**src/rtl/boid_frame_plotter.sv**
```systemverilog
// boid_frame_plotter: once per frame, erases every boid's previous pixel(s) and
// plots its new position into the framebuffer write port.
// Optional feature: define BOID_PLOT_CROSS_EN to draw each boid as a 5-pixel plus
// (centre, x-1, x+1, y-1, y+1) instead of a single pixel.
module boid_frame_plotter #(
  parameter int unsigned NUM_BOIDS = 16,
  parameter int unsigned WIDTH = 640,
  parameter int unsigned HEIGHT = 480,
  parameter int unsigned ADDR_W = 19,
  parameter int unsigned COLOR_W = 8,
  parameter logic [COLOR_W-1:0] BG_COLOR = 8'd31,
  parameter logic [COLOR_W-1:0] BOID_COLOR = 8'd42,
  localparam int unsigned IDX_W = $clog2(NUM_BOIDS)
) (
  input  logic               clk,
  input  logic               reset,
  input  logic               frame_start,
  output logic [IDX_W-1:0]   pos_idx,
  input  logic [9:0]         pos_x,
  input  logic [8:0]         pos_y,
  output logic [ADDR_W-1:0]  fb_addr,
  output logic [COLOR_W-1:0] fb_data,
  output logic               fb_wen,
  output logic               busy,
  output logic               frame_done,
  output logic [7:0]         drop_cnt
);

  typedef enum logic [2:0] {IDLE, ERASE, FETCH, PLOT, DONE} state_t;

  state_t             state;
  logic [IDX_W-1:0]   idx;
  logic               frame_start_q;
  logic               edge_det;
  logic [ADDR_W-1:0]  shadow_addr [NUM_BOIDS];
  logic [NUM_BOIDS-1:0] shadow_valid;

  logic               in_range;
  logic [ADDR_W-1:0]  centre_addr;
  logic               last_idx;
  logic               entry_end;
  logic               entry_first;
  logic               erase_en;
  logic [ADDR_W-1:0]  erase_addr;
  logic               plot_en;
  logic [ADDR_W-1:0]  plot_addr;

`ifdef BOID_PLOT_CROSS_EN
  // Arm flags per entry: {y+1 ok, y-1 ok, x+1 ok, x-1 ok}
  logic [3:0]         shadow_arms [NUM_BOIDS];
  logic [3:0]         arm_ok;
  logic [2:0]         sub;

  // Address of pixel k of the plus around centre c (0 = centre)
  function automatic logic [ADDR_W-1:0] arm_addr(input logic [ADDR_W-1:0] c, input logic [2:0] k);
    case (k)
      3'd1:    return c - ADDR_W'(1);
      3'd2:    return c + ADDR_W'(1);
      3'd3:    return c - ADDR_W'(WIDTH);
      3'd4:    return c + ADDR_W'(WIDTH);
      default: return c;
    endcase
  endfunction

  // Whether pixel k of the plus is on screen, given the arm flags
  function automatic logic arm_en(input logic [3:0] arms, input logic [2:0] k);
    case (k)
      3'd1:    return arms[0];
      3'd2:    return arms[1];
      3'd3:    return arms[2];
      3'd4:    return arms[3];
      default: return 1'b1;
    endcase
  endfunction
`endif

  // Position decode, per-pixel enables and addresses for the current step
  always_comb begin
    edge_det    = frame_start & ~frame_start_q;
    in_range    = (pos_x < 10'(WIDTH)) && (pos_y < 9'(HEIGHT));
    centre_addr = ADDR_W'(pos_y) * ADDR_W'(WIDTH) + ADDR_W'(pos_x);
    last_idx    = (idx == IDX_W'(NUM_BOIDS - 1));
`ifdef BOID_PLOT_CROSS_EN
    arm_ok[0]   = (pos_x != 10'd0);
    arm_ok[1]   = (11'(pos_x) + 11'd1) < 11'(WIDTH);
    arm_ok[2]   = (pos_y != 9'd0);
    arm_ok[3]   = (10'(pos_y) + 10'd1) < 10'(HEIGHT);
    entry_end   = (sub == 3'd4);
    entry_first = (sub == 3'd0);
    erase_en    = shadow_valid[idx] && arm_en(shadow_arms[idx], sub);
    erase_addr  = arm_addr(shadow_addr[idx], sub);
    plot_en     = in_range && arm_en(arm_ok, sub);
    plot_addr   = arm_addr(centre_addr, sub);
`else
    entry_end   = 1'b1;
    entry_first = 1'b1;
    erase_en    = shadow_valid[idx];
    erase_addr  = shadow_addr[idx];
    plot_en     = in_range;
    plot_addr   = centre_addr;
`endif
  end

`ifdef BOID_PLOT_CROSS_EN
  // Pixel sub-counter walking the five plus pixels of each entry
  always_ff @(posedge clk or posedge reset) begin
    if (reset) begin
      sub <= 3'd0;
    end else if (state == ERASE || state == PLOT) begin
      sub <= entry_end ? 3'd0 : sub + 3'd1;
    end else begin
      sub <= 3'd0;
    end
  end

  // Arm flags remembered alongside the centre address for the next erase
  always_ff @(posedge clk or posedge reset) begin
    if (reset) begin
      for (int k = 0; k < int'(NUM_BOIDS); k++) shadow_arms[k] <= 4'd0;
    end else if (state == PLOT && entry_first && in_range) begin
      shadow_arms[idx] <= arm_ok;
    end
  end
`endif

  // Frame FSM with registered framebuffer, handshake and drop-counter outputs
  always_ff @(posedge clk or posedge reset) begin
    if (reset) begin
      state         <= IDLE;
      idx           <= '0;
      frame_start_q <= 1'b0;
      pos_idx       <= '0;
      fb_addr       <= '0;
      fb_data       <= '0;
      fb_wen        <= 1'b0;
      busy          <= 1'b0;
      frame_done    <= 1'b0;
      drop_cnt      <= 8'd0;
      shadow_valid  <= '0;
      for (int k = 0; k < int'(NUM_BOIDS); k++) shadow_addr[k] <= '0;
    end else begin
      frame_start_q <= frame_start;
      fb_wen        <= 1'b0;
      frame_done    <= 1'b0;
      if (edge_det && state != IDLE && drop_cnt != 8'hFF) drop_cnt <= drop_cnt + 8'd1;
      case (state)
        IDLE: begin
          if (edge_det) begin
            idx   <= '0;
            busy  <= 1'b1;
            state <= ERASE;
          end
        end
        ERASE: begin
          if (erase_en) begin
            fb_wen  <= 1'b1;
            fb_addr <= erase_addr;
            fb_data <= BG_COLOR;
          end
          if (entry_end) begin
            if (last_idx) begin
              idx     <= '0;
              pos_idx <= '0;
              state   <= FETCH;
            end else begin
              idx <= idx + IDX_W'(1);
            end
          end
        end
        FETCH: begin
          state <= PLOT;
        end
        PLOT: begin
          if (plot_en) begin
            fb_wen  <= 1'b1;
            fb_addr <= plot_addr;
            fb_data <= BOID_COLOR;
          end
          if (entry_first) begin
            if (in_range) begin
              shadow_addr[idx]  <= centre_addr;
              shadow_valid[idx] <= 1'b1;
            end else begin
              shadow_valid[idx] <= 1'b0;
            end
          end
          if (entry_end) begin
            if (last_idx) begin
              frame_done <= 1'b1;
              state      <= DONE;
            end else begin
              idx     <= idx + IDX_W'(1);
              pos_idx <= idx + IDX_W'(1);
              state   <= FETCH;
            end
          end
        end
        DONE: begin
          busy  <= 1'b0;
          state <= IDLE;
        end
        default: state <= IDLE;
      endcase
    end
  end

endmodule

```
**config.mk**
```make
export PLATFORM = sky130hd
export DESIGN_NAME = boid_frame_plotter
export DESIGN_NICKNAME = d
export VERILOG_FILES = /design/src/rtl/boid_frame_plotter.sv
export SDC_FILE = /design/constraint.sdc
export NUM_CORES = 1
export LEC_CHECK = 0
export BUFFER_PORTS_ARGS = -buffer_cell sky130_fd_sc_hd__clkbuf_2
export CELL_PAD_IN_SITES_DETAIL_PLACEMENT = 0
export CELL_PAD_IN_SITES_GLOBAL_PLACEMENT = 1
export CORE_UTILIZATION = 30
export CTS_BUF_LIST = sky130_fd_sc_hd__clkbuf_2 sky130_fd_sc_hd__clkbuf_4 sky130_fd_sc_hd__clkbuf_8
export CTS_CLUSTER_DIAMETER = 100
export DETAILED_ROUTE_END_ITERATION = 10
export GPL_ROUTABILITY_DRIVEN = 1
export PLACE_DENSITY_LB_ADDON = 0.1
export SETUP_SLACK_MARGIN = 0.2
export SYNTH_ARGS = -nofsm -noshare
export SYNTH_HDL_FRONTEND = slang
export SYNTH_SLANG_ARGS = --single-unit
```
**constraint.sdc**
```tcl
create_clock -name clk -period 11.5 [get_ports clk]
set_input_delay 1.15 -clock clk [delete_from_list [all_inputs] [get_ports clk]]
set_output_delay 1.15 -clock clk [all_outputs]
set_load 0.05 [all_outputs]
```
# After elaboration in Yosys (flattened, before gate mapping)
# Index checks and enable logic that the tools add are counted.
classes:
  addsub: 3
  n_mul: 1
  order_cmp: 6
  n_eq_ne: 11
  n_mux: 34
  n_bitwise: 6
  n_reduce_logical: 16
op_table:
  columns: ["operator", "n"]
  rows:
  - ["$bwmux 304", 1]
  - ["$mux 19", 5]
  - ["$bmux 19 s4", 1]
  - ["$demux 19 s4", 1]
  - ["$pmux 19 s2", 1]
  - ["$add 19x10->19", 1]
  - ["$and 16x16->16", 1]
  - ["$mux 16", 1]
  - ["$mux 4", 4]
  - ["$mux 8", 2]
  - ["$not 16->16", 1]
  - ["$or 16x16->16", 1]
  - ["$pmux 8 s2", 1]
  - ["$mul 9x3->12 const B", 1]
  - ["$pmux 3 s4", 1]
  - ["$pmux 4 s3", 1]
  - ["$lt 10x10->1 const B", 1]
  - ["$ne 2x2->1 const B", 5]
  - ["$lt 9x9->1 const B", 1]
  - ["$mux 3", 3]
  - ["$reduce_and 3->1", 3]
  - ["$add 8x1->8 const B", 1]
  - ["$ne 8x8->1 const B", 1]
  - ["$pmux 4 s2", 1]
  - ["21 further kinds", 37]
word_totals:
  reg_bits: 370
  input_bits: 22
  out_inout_bits: 42

# Depth between registers and ports, before layout
# Gate-level depths: netlist of run 1.
depth:
  depth_word: 7
  ltp_mapped: 13
  mapped_depth_nobuf: 9

# Least setup slack after synthesis of run 1
# Ideal clock, no wire load.
synth_path:
  path_type: "input -> register"
  from: "input pos_y[1]"
  to: "register shadow_addr[112] (netlist bit)"
  t_arrival_ns: 3.535
  required_ns: 11.366
  path_slack_ns: 7.831
  cell_stages: 10
  cell_sequence: "ha_1 ha_1 fa_1 a21o_1 a221oi_2 xnor2_1 nand4_1 xnor2_2 buf_2 o21ai_0"
synth_between:
  elab_chain_cells: 3
  elab_cells_between_ends: 6
synth_rtl:
  columns: ["element", "line", "source"]
  rows:
  - ["start: declaration", "20", "input logic [8:0] pos_y,"]
  - ["$mul 9x3->12 / $lt 9x9->1 (equally long branches)", "81, 80", null]
  - ["$add 19x10->19 / $logic_and 1x1->1 (equally long branches)", "81, 80", null]
  - ["$bwmux 304 / $reduce_and 2->1 (equally long branches)", null, null]
  - ["end signal: indexed assignment", "181", "shadow_addr[idx] <= centre_addr;"]
  - ["end: declaration", "35", "logic [ADDR_W-1:0] shadow_addr [NUM_BOIDS];"]
# Several ways; a longest one is shown, not always the timed one.
# A chain may end at the register's enable or synchronous reset.

# Worst setup path in the final report of run 1
layout_path:
  from: "register idx[1]"
  to: "register shadow_addr[121] (netlist bit)"
layout_between:
  elab_chain_cells: 6
  elab_cells_between_ends: 7
layout_rtl:
  columns: ["element", "line", "source"]
  rows:
  - ["start: declaration", "32", "logic [IDX_W-1:0] idx;"]
  - ["start signal: assignment", "166", "idx <= idx + IDX_W'(1);"]
  - ["start signal: assignment", "192", "idx <= idx + IDX_W'(1);"]
  - ["$not 4->5 (implied by the code) *", "181", null]
  - ["$ge 5x5->1 (implied by the code) / $lt 5x1->1 (equally long branches)", "181", null]
  - ["$logic_and 1x1->1 (implied by the code)", "181", null]
  - ["$mux 19 (implied by the code)", "181", null]
  - ["$demux 19 s4 *", "181", null]
  - ["$bwmux 304 *", "181", null]
# Mark *: on every way between the ends. The rest lies on a longest branch, timed or not.

==> results of run 1 <==
-- power breakdown --
group / switching (W) / internal, W
clock: 0.000559 / 0.000762
sequential: 0.000327 / 0.00174
combinational: 0.000968 / 0.000798
total: 0.00185 / 0.00330
-- through the flow --
step | worst slack (ns) | instance area [um2] | power [W]
floorplan | 0.218 | 16900 | 0.00334
global placement | 7.14 | 17900 | 0.00387
detailed placement | 7.14 | 17900 | 0.00388
CTS | 7.30 | 19300 | 0.00524
global route | 7.11 | 19300 | 0.00549
finish | 7.37 | 19300 | 0.00515
-- cell type report --
type                            count  area (um2)  share of cell area, %
Sequential cell                   365        9140                   47.4
Multi-Input combinational cell    845        7170                   37.1
Clock buffer                      113        1400                   7.25
Tap cell                          748         936                   4.85
Timing Repair Buffer               89         528                   2.73
Inverter                           26         105                  0.544
Clock inverter                      4        22.5                  0.117
Antenna cell                        1        2.50                 0.0130
-- cell usage in the layout, fill, tap and decap left out, types with 3 or more instances in the layout --
| cell | n |
|---|---|
| nand2b_1 | 7 |
| a221o_1 | 8 |
| mux4_2 | 77 |
| or3_1 | 4 |
| ha_1 | 22 |
| clkbuf_4 | 25 |
| a22oi_1 | 4 |
| xor2_1 | 8 |
| nand3_2 | 4 |
| clkbuf_2 | 61 |
| clkbuf_8 | 88 |
| and3_1 | 5 |
| mux4_1 | 20 |
| nor2b_1 | 12 |
| nand2_1 | 223 |
| a21o_1 | 6 |
| a211oi_1 | 4 |
| mux2_2 | 130 |
| buf_4 | 27 |
| dfrtp_1 | 361 |
| clkinv_2 | 3 |
| nand4_1 | 3 |
| and2_1 | 4 |
| o21ai_0 | 185 |
| mux2i_1 | 12 |
| o221ai_1 | 8 |
| a21oi_1 | 14 |
| inv_1 | 25 |
| xnor2_1 | 10 |
| a31oi_1 | 8 |
| xor2_2 | 3 |
| nand3_1 | 11 |
| nor2_1 | 21 |
-- kinds of logic after synthesis --
group	Yosys count
XOR/XNOR	23
AO/OA/AOI/OAI	258
adder cells (fa/ha/maj)	24
other	1
buffers and inverters	136
AND/OR/NAND/NOR	299
multiplexers	239
flip-flops	365
-- registers in the layout, indices dropped and copies added (netlist names), named ones only --
register,flops
busy,1
drop_cnt,8
fb_addr,19
fb_data,3
fb_wen,1
frame_done,1
frame_start_q,1
idx,4
pos_idx,4
shadow_addr,304
state,3
-- cells in the mapped netlist, drive strengths merged (3+ instances only) --
cell,n
inv,26
buf,48
a31oi,9
nor2b,12
nand2,223
a21oi,15
dfrtp,365
a22oi,4
mux2i,12
ha,22
xnor2,12
clkbuf,62
mux4,97
nand3,15
nand4,3
xor2,11
nand2b,7
a221o,8
o221ai,8
o21ai,187
a211oi,5
a21o,6
nor2,21
and2,4
or3,4
and3,5
mux2,130
-- final timing paths --
path | cells past startpoint | endpoint | slack, ns | from
setup / recovery | 7 | shadow_addr[121] | 7.37 | idx[1]
hold / removal | 2 | shadow_addr[93] | 0.47 | shadow_addr[93]
setup reg to reg | 7 | shadow_addr[121] | 7.37 | idx[1]
hold reg to reg | 2 | shadow_addr[93] | 0.47 | shadow_addr[93]
max in group asynchronous | 3 | idx[0] | 9.00 | reset
min in group asynchronous | 2 | shadow_addr[199] | 0.73 | reset
-- worst max-delay path: cells and delay by family, from the launching register on --
| kind | cells | cell delay, ns |
|---|---|---|
| DFF | 1 | 0.94 |
| buffers and inverters | 3 | 1.44 |
| and+or+nand+nor | 2 | 1.00 |
| adders and majority gates | 1 | 0.22 |
| muxes | 1 | 0.37 |
-- routing by layer --
| metal | share of wire [%] | wire length [um] | vias up | track usage (%) |
|---|---|---|---|---|
| met5 | 0 | 0 | - | 0 |
| met4 | 1.9 | 945 | 0 | 5.79 |
| met3 | 3.4 | 1670 | 65 | 2.85 |
| met2 | 47 | 23300 | 195 | 28.7 |
| met1 | 48 | 23500 | 5596 | 25.0 |
| li1 | - | - | 4944 | - |
==> impl_metrics.csv, run 1 <==
group,metric,value,unit
sta,fin_crit,4.13,ns
min_path,hold_class,"reg -> reg",
power_and_ir_drop,leakagePower,8.86,nW
sta,min_period_over_period,35.9,%
yosys,ys_seq_area_share,54.0,%
route,via_count,10800,
clock_tree,clock_latency,0.63,ns
yosys,synthArstFlopShare,100,%
global_route,grt_pass1_vias,11394,
floorplan,die_area,57300,um2
yosys,synth.top_cell.area_share,54.0,%
floorplan,die_h,239,um
finish,synthToLayoutAreaGrowth,14.2,%
status,outcome,"finished, final reports clean",
floorplan,io_pins,64,
worst_setup_path,cp_slowest_stage_delay,0.94,ns
worst_setup_path,crit_required,12.01,ns
finish,instances_no_fill,2191,
route,drt_iter0_drc,572,
clock_tree,h-tree-depth,3,
worst_setup_path,crit_slowest_cell,"dfrtp_4",
sta,relSlewSlack,28.8,%
finish,drive_above_1_share,30.0,%
clock_tree,cts_root_buffer,"clkbuf_8",
clock_tree,cts.clk_slew.worst_paths,0.06,ns
power_and_ir_drop,ir_drop,0.000108,V
yosys,synth_edf_count,0,
floorplan,die_w,239,um
yosys,synth.largest_area_cell,"dfrtp_1",
worst_setup_path,cp_max_fo,49,
yosys,synthTopCellsByArea,"dfrtp_1 54%, mux4_2 10%, mux2_2 8.7%, o21ai_0 5.5%, nand2_1 5.0%",
finish,finalNetCount,1443,
placed_design,dp.cells,2073,
route,wl,49500,um
worst_setup_path,path_cells,"buf_4 -> inv_1 -> ha_1 -> nand2_1 -> or3_1 -> buf_4 -> mux2_2",
global_route,grt_max_degree,160,
route,drc,0,
clock_tree,cts_tree,"built",
yosys,synth_area_per_cell,12.6,um2
sta,fin_tns_setup,0,ns
yosys,yosysWarnings,0,
worst_setup_path,critPathCaptureType,"flop",
flow_run,maxCapViolCount,0,
yosys,synth_cell_types,53,
sta,clock.fmax,242,MHz
placed_design,dpl.hpwl,29300,um
yosys,synth_top_family_by_area,"multiplexers",
route,dr.pass1.iters,4,
yosys,synth_area,16900,um2
worst_setup_path,cpMostUsedCell,"buf_4",
worst_setup_path,cp-start-kind,"flop",
yosys,synthCells,1345,
yosys,synth_xor_area_share,1.28,%
route,ant_nets,0,
clock_tree,clock-sinks,365,
placed_design,portBuffers,61,
global_route,antenna_found_initial,1,
yosys,ys.flop_type,"dfrtp_1",
floorplan,initial_core_util,30.5,%
sta,tightest_slew,1.07,ns
placed_design,gp_congestion,0.734,
route,wl_per_cell,22.6,um
sta,holdWs,0.475,ns
sta,skew,0.0214,ns
yosys,synth_simple_gate_area_share,7.36,%
yosys,synth_seq_cells,365,
sta,maxSlewViolCount,0,
global_route,overflow,0,
yosys,synth_compound_area_share,8.79,%
yosys,synth-adder-area-share,1.87,%
sta,hold_violations,0,
clock_tree,ctsHoldBuffers,0,
worst_setup_path,cp.arrival,4.63,ns
global_route,grtUsageTotal,18.0,%
global_route,grt_pass1_wl,75800,um
finish,utilization,34.8,%
route,via_per_inst,4.93,
clock_tree,cts_inserted_buffers,70,
finish,fillers,5476,
power_and_ir_drop,power_density,267,nW/um2
yosys,synth_mux_area_share,22.7,%
clock_tree,cts_resized,0,
floorplan,core.rowCount,86,
clock_tree,cts_max_path_buffers,3,
floorplan,coreArea,55400,um2
sta,rsz0062_at_grt,"no",
sta,finalSetupViolCount,0,
worst_setup_path,crit_type,"reg -> reg",
clock_tree,post-cts-setup-buffer-count,0,
No activity file was read; power rests on OpenSTA's default activity.
==> run 2, diff against run 1 <==
--- a/config.mk
+++ b/config.mk
@@ -5,6 +5,7 @@
 export SDC_FILE = /design/constraint.sdc
 export NUM_CORES = 1
 export LEC_CHECK = 0
+export ABC_AREA = 1
 export BUFFER_PORTS_ARGS = -buffer_cell sky130_fd_sc_hd__clkbuf_2
 export CELL_PAD_IN_SITES_DETAIL_PLACEMENT = 0
 export CELL_PAD_IN_SITES_GLOBAL_PLACEMENT = 1
==> constraint.sdc (replaced) <==
create_clock -name clk -period 3.78 [get_ports clk]
set_input_delay 0.378 -clock clk [delete_from_list [all_inputs] [get_ports clk]]
set_output_delay 0.378 -clock clk [all_outputs]
set_load 0.05 [all_outputs]
==> run 2 against run 1 <==
The flow now finishes with violations (DRC). Via count is 35% higher. Synthesized area up 6.6%. Worst hold slack lost 0.13 ns. Critical path depth grew 4. Cell count rose by 38%. First-iteration DRC count up 44%. Clock power grew to 3.0 times the previous value. Register-to-register slack lost 6.4 ns. Worst setup slack lost 6.4 ns. Count of clock-buffer cells in the layout shrank 3. Sequential power rose to 2.7 times the previous value. Non-clock buffer count rose by 16. Highest routed layer unchanged.
==> impl_metrics.csv, run 2 <==
group,metric,value,unit
status,outcome,"finished, violations left",
status,violations,"DRC",
worst_setup_path,crit_required,4.29,ns
global_route,met3_usage,2.98,%
global_route,grt_pass1_vias,15016,
sta,relSlewSlack,35.2,%
clock_tree,cts_inserted_buffers,71,
yosys,synth_edf_count,0,
sta,finalSetupViolCount,0,
clock_tree,clock_latency,0.64,ns
sta,clock.fmax,358,MHz
worst_setup_path,r2r_setup_slack,0.98,ns
power_and_ir_drop,combPwrFrac,36.6,%
worst_setup_path,cp_max_fo,117,
power_and_ir_drop,p_seq_share,36.7,%
global_route,grt_max_degree,118,
worst_setup_path,reg2regPathDepth,11,
clock_tree,clock-sinks,365,
yosys,synth_area,18000,um2
yosys,ys_seq_area_share,50.7,%
global_route,busiest_layer,"met2",
yosys,synth_cell_types,46,
power_and_ir_drop,total_power,0.0149,W
global_route,grtUsageTotal,19.8,%
yosys,synth.top_cell.area_share,50.7,%
worst_setup_path,cp_slowest_stage_delay,0.71,ns
power_and_ir_drop,power_density,734,nW/um2
finish,largest_reg_flops,304,
yosys,synthArstFlopShare,100,%
yosys,synth-adder-area-share,1.75,%
global_route,antenna_found_initial,0,
placed_design,gp_congestion,0.756,
yosys,ys.flop_type,"dfrtp_1",
global_route,grt_pass1_wl,91500,um
finish,layout_commonest_cell,"nand2_1",
yosys,yosysWarnings,0,
yosys,synth_seq_cells,365,
route,drt_iter0_drc,826,
yosys,yosysMostFrequentCell,"nand2_1",
power_and_ir_drop,ir_drop,0.000566,V
power_and_ir_drop,p_int,0.00873,W
floorplan,core.rowCount,89,
route,dr.pass1.iters,8,
yosys,synth_compound_area_share,15.9,%
power_and_ir_drop,clkPwrFrac,26.7,%
global_route,overflow,0,
sta,fin_crit,2.80,ns
finish,reg.largest.list,"shadow_addr (304), fb_addr (19), drop_cnt (8)",
sta,fin_tns_setup,0,ns
finish,n_antenna_cell,0,
floorplan,io_pins,64,
min_path,holdPathStages,3,
finish,fin_area,20300,um2
finish,instances_no_fill,3032,
finish,drive_above_1_share,14.3,%
yosys,synthCells,2182,
placed_design,dp.cells,2917,
floorplan,initial_core_util,30.5,%
sta,tightest_slew,0.970,ns
finish,synthToLayoutAreaGrowth,12.5,%
worst_setup_path,path_buf_inv,2,
finish,layout_common_cells,"684 x nand2_1, 363 x dfrtp_1, 305 x o21ai_0, 219 x nor2_1, 98 x o21ai_1",
flow_run,maxCapViolCount,0,
finish,finalNetCount,2265,
global_route,use_met2,32.4,%
sta,skew,0.0287,ns
route,via_count,14588,
worst_setup_path,cp-start-kind,"flop",
route,ant_nets,0,
worst_setup_path,critPathCaptureType,"flop",
clock_tree,cts_tree,"built",
yosys,synthTopCellsByCount,"684 x nand2_1, 365 x dfrtp_1, 305 x o21ai_0",
sta,rsz0062_at_grt,"no",
yosys,synth_simple_gate_area_share,23.3,%
route,wl_per_cell,19.4,um
floorplan,die_w,247,um
yosys,synth_top_family_by_area,"simple AND/OR/NAND/NOR gates",
sta,maxSlewViolCount,0,
worst_setup_path,reg2reg_from,"idx[0]",
clock_tree,cts_root_buffer,"clkbuf_8",
yosys,synth_xor_area_share,0.764,%
yosys,synth_area_per_cell,8.26,um2
worst_setup_path,crit_type,"reg -> reg",
clock_tree,post-cts-setup-buffer-count,0,
worst_setup_path,cpMostUsedCell,"nand2_1",
power_and_ir_drop,power_switching,0.00616,W
min_path,hold_end,"shadow_addr[233]",
finish,largest-register,"shadow_addr",
clock_tree,cts_max_path_buffers,3,
placed_design,portBuffers,61,
finish,utilization,34.3,%
route,wl,58700,um
min_path,min_from,"pos_x[5]",
sta,min_period_over_period,74.0,%
floorplan,die_area,61000,um2
floorplan,coreArea,59100,um2
power_and_ir_drop,swShare,41.4,%
clock_tree,cts.clk_slew.worst_paths,0.06,ns
global_route,grt_use_met1,26.8,%
worst_setup_path,r2r_end,"fb_addr[5]",
floorplan,die_h,247,um
route,via_per_inst,4.81,
worst_setup_path,crit_slowest_cell,"dfrtp_4",
worst_setup_path,cpLargestDelayFamily,"simple AND/OR/NAND/NOR gates",
sta,hold_violations,0,
yosys,synth.largest_area_cell,"dfrtp_1",
placed_design,dpl.hpwl,34600,um
power_and_ir_drop,leakagePower,9.93,nW
min_path,hold_class,"in -> reg",
route,drc,2,
clock_tree,cts_resized,0,
placed_design,dpl-instance-area,18900,um2
clock_tree,h-tree-depth,3,
yosys,synth_mux_area_share,0.118,%
yosys,synthTopCellsByArea,"dfrtp_1 51%, nand2_1 14%, o21ai_0 8.5%, nor2_1 4.6%, o21ai_1 2.7%",
worst_setup_path,cp.arrival,3.30,ns
worst_setup_path,path_cells,"buf_12 -> nand2_1 -> nand3_1 -> nand2_1 -> nand2_1 -> nand2_1 -> o21ai_2 -> buf_4 -> nor2_1 -> nor2_1 -> nand2_1",
-- run 2: final cells by class --
class	instances	area, um2
multi-input combinational	1567	7550
clock buffer	110	1350
inverter	109	425
tap	773	967
fill	6351	38900
sequential	365	9140
clock inverter	3	23.8
timing repair buffer	105	816
-- run 2: tightest hold or removal path: cells and delay by family --
kind / cells / cell delay [ns]
compound gates: 1 / 0.22
buf+inv: 2 / 0.33
-- run 2: timing repair --
action / CTS / global route
setup endpoints to repair: 0 / 0
hold endpoints to repair: 23 / 0
hold buffers: 2 / 0
-- run 2: through the flow --
step / hold slack [ns] / setup WS, ns
final: 0.340 / 0.985
after global routing: 0.342 / 0.738
after CTS: 0.287 / 0.882
after detailed placement: 0.454 / 0.675
after global placement: 0.450 / 0.704
after floorplan: 0.409 / -1.49
-- run 2: layer usage --
metal  wire length (um)  vias to the layer above
met4               1590                        0
li1                   -                     7141
met3               1760                       98
met5                  0                        -
met1              27700                     7104
met2              27600                      245
-- run 2: cell families (layout without fill, tap and decap cells) --
group | Yosys count | after routing
buffers and inverters | 251 | 327
adder cells (fa/ha/maj) | 24 | 24
other | 1 | 2
flip-flops | 365 | 365
AND/OR/NAND/NOR | 1003 | 1003
AO/OA/AOI/OAI | 522 | 522
multiplexers | 2 | 2
XOR/XNOR | 14 | 14
-- run 2: how the worst max path moves through the flow --
stage	startpoint	to	slack, ns	depth (start not counted)
floorplan	reset	async pin	-1.49	1
global placement	pos_y[1]	shadow_addr[17]	0.70	12
detailed placement	pos_y[1]	shadow_addr[283]	0.68	12
CTS	idx[0]	fb_addr[6]	0.88	11
global route	idx[0]	fb_addr[5]	0.74	11
finish	idx[0]	fb_addr[5]	0.98	11
-- run 2: power groups by stage --
stage	Sequential (W)	Combinational, W	Clock (W)
2_1_floorplan	0.00581	0.00359	0
3_3_place_gp	0.00551	0.00554	0
3_5_place_dp	0.00553	0.00554	0
4_1_cts	0.00547	0.00556	0.00414
5_1_grt	0.00559	0.00613	0.00430
6_report	0.00547	0.00545	0.00397
==> run 3, diff against run 2 <==
--- a/config.mk
+++ b/config.mk
@@ -5,7 +5,7 @@
 export SDC_FILE = /design/constraint.sdc
 export NUM_CORES = 1
 export LEC_CHECK = 0
-export ABC_AREA = 1
+export ABC_AREA = 0
 export BUFFER_PORTS_ARGS = -buffer_cell sky130_fd_sc_hd__clkbuf_2
 export CELL_PAD_IN_SITES_DETAIL_PLACEMENT = 0
 export CELL_PAD_IN_SITES_GLOBAL_PLACEMENT = 1
==> constraint.sdc (replaced) <==
create_clock -name clk -period 2.4 [get_ports clk]
set_input_delay 0.24 -clock clk [delete_from_list [all_inputs] [get_ports clk]]
set_output_delay 0.24 -clock clk [all_outputs]
set_load 0.05 [all_outputs]
==> run 3 against run 2 <==
The flow now finishes without violations. Sequential power increased by 73%. Routed wire length decreased by 12%. Largest cell class unchanged. Final area increased by 6.3%. Critical path type unchanged. Cell count shrank 23%.
==> impl_metrics.csv, run 3 (synthesized netlist as in run 1, its figures left out) <==
group,metric,value,unit
floorplan,die_w,239,um
placed_design,post-place-ws,-0.306,ns
global_route,grt_max_degree,63,
power_and_ir_drop,p_seq_share,34.5,%
flow_run,maxCapViolCount,0,
clock_tree,clock-sinks,365,
worst_setup_path,cpMostUsedCell,"mux4_2",
clock_tree,cts_root_buffer,"clkbuf_8",
worst_setup_path,crit_required,2.91,ns
min_path,hold_class,"in -> reg",
power_and_ir_drop,ir_drop,0.000706,V
power_and_ir_drop,total_power,0.0274,W
sta,fin_ws,0.0797,ns
finish,drive_above_1_share,40.5,%
floorplan,initial_core_util,30.5,%
power_and_ir_drop,power_switching,0.00974,W
status,outcome,"finished, final reports clean",
power_and_ir_drop,power_density,1270,nW/um2
worst_setup_path,cp.arrival,2.83,ns
power_and_ir_drop,p_int,0.0177,W
clock_tree,clock_latency,0.65,ns
sta,fin_crit,2.32,ns
finish,layout_commonest_cell,"dfrtp_1",
route,via_count,11408,
global_route,grtUsageTotal,19.0,%
placed_design,dpl.hpwl,31700,um
route,dr.pass1.iters,5,
route,wl_per_cell,22.1,um
finish,layout_common_cells,"361 x dfrtp_1, 220 x nand2_1, 131 x o21ai_0, 129 x mux2_2, 103 x buf_4",
power_and_ir_drop,clkPwrFrac,23.3,%
finish,fillers,5405,
sta,rsz0062_at_grt,"yes",
power_and_ir_drop,swShare,35.5,%
worst_setup_path,crit_type,"reg -> reg",
floorplan,die_h,239,um
global_route,grt_pass1_wl,79400,um
route,via_per_inst,4.86,
floorplan,core.rowCount,86,
finish,synthToLayoutAreaGrowth,27.5,%
clock_tree,cts_inserted_buffers,71,
sta,hold_violations,0,
route,drt_iter0_drc,690,
floorplan,die_area,57300,um2
finish,largest-register,"shadow_addr",
finish,largest_reg_flops,304,
placed_design,portBuffers,61,
sta,finalSetupViolCount,0,
worst_setup_path,cp_slowest_stage_delay,0.54,ns
global_route,antenna_found_initial,1,
clock_tree,h-tree-depth,3,
clock_tree,cts_max_path_buffers,3,
sta,relSlewSlack,58.6,%
floorplan,coreArea,55400,um2
finish,reg.largest.list,"shadow_addr (304), fb_addr (19), drop_cnt (8)",
worst_setup_path,cp_max_fo,8,
power_and_ir_drop,leakagePower,9.88,nW
worst_setup_path,path_cells,"buf_12 -> buf_16 -> mux4_2 -> mux4_2 -> nor2b_1 -> a221o_1",
sta,skew,0.0312,ns
worst_setup_path,crit_slowest_cell,"mux4_2",
finish,finalNetCount,1595,
floorplan,io_pins,64,
sta,clock.fmax,431,MHz
power_and_ir_drop,combPwrFrac,42.2,%
global_route,overflow,0,
worst_setup_path,critPathCaptureType,"flop",
sta,maxSlewViolCount,0,
global_route,grt_pass1_vias,12108,
route,wl,51900,um
sta,tightest_slew,0.621,ns
placed_design,gp_congestion,0.715,
worst_setup_path,cp-start-kind,"flop",
clock_tree,cts.clk_slew.worst_paths,0.06,ns
route,ant_nets,0,
sta,min_period_over_period,96.7,%
route,drc,0,
clock_tree,cts_tree,"built",
[run 3: layout make-up]
class                   count  area [um2]  area share [%]
flip-flops and latches    365        9140            42.4
multi-input cells         845        7390            34.3
repair buffers            240        2520            11.7
clock buffers             113        1370            6.38
well taps                 748         936            4.34
inverters                  26         108           0.499
clock inverters             9        68.8           0.319
diodes                      1        2.50          0.0116
[run 3: worst paths after layout]
check / end / startpoint / slack, ns / cells after the start
hold / removal: shadow_addr[251] / pos_x[4] / 0.14 / 2
hold reg to reg: shadow_addr[182] / shadow_addr[182] / 0.47 / 2
setup reg to reg: fb_addr[6] / idx[0] / 0.08 / 6
max in group asynchronous: shadow_addr[119] / reset / 1.24 / 5
min in group asynchronous: shadow_addr[209] / reset / 0.16 / 3
setup / recovery: fb_addr[6] / idx[0] / 0.08 / 6
[run 3: worst max-delay path, delay by kind of cell (launching register included)]
family          cells  cell delay [ns]
flops               1             0.44
simple gates        1             0.15
mux                 2             1.05
buf+inv             2             0.31
compound gates      1             0.25
[run 3: power by group through the flow]
stage                     Combinational (W)  Sequential, W  Clock (W)
final                                0.0116        0.00946    0.00639
after floorplan                     0.00639        0.00992          0
after CTS                            0.0116        0.00945    0.00663
after detailed placement             0.0103        0.00959          0
after global placement               0.0102        0.00955          0
after global routing                 0.0125        0.00973    0.00691
[run 3: timing repair]
action,in CTS,in global routing
cloned,9,1
hold buffers,2,0
pin swaps,8,6
gates resized for setup,55,22
setup endpoints to repair,98,112
buffers inserted,22,4
endpoints found under the hold margin,123,0
[run 3: per-layer routing]
layer | GRT usage (%) | vias to the layer above | part of all wire (%)
met1 | 27.1 | 5901 | 49
li1 | - | 5246 | -
met4 | 4.88 | 0 | 1.8
met2 | 29.4 | 197 | 46
met3 | 3.63 | 64 | 3.7
met5 | 0 | - | 0
[run 3: stage by stage]
stage / area [um2] / std cells / hold slack [ns] / utilization [%] / setup TNS (ns)
after floorplan: 17100 / 1346 / 0.271 / - / -1003.89
after global placement: 19300 / 2187 / 0.279 / 34.8 / -21.67
after detailed placement: 19300 / 2187 / 0.283 / 34.8 / -20.34
after CTS: 21500 / 2342 / 0.0741 / 38.7 / 0
after global routing: 21500 / 2347 / 0.119 / 38.9 / 0
final: 21500 / 2347 / 0.139 / 38.9 / 0
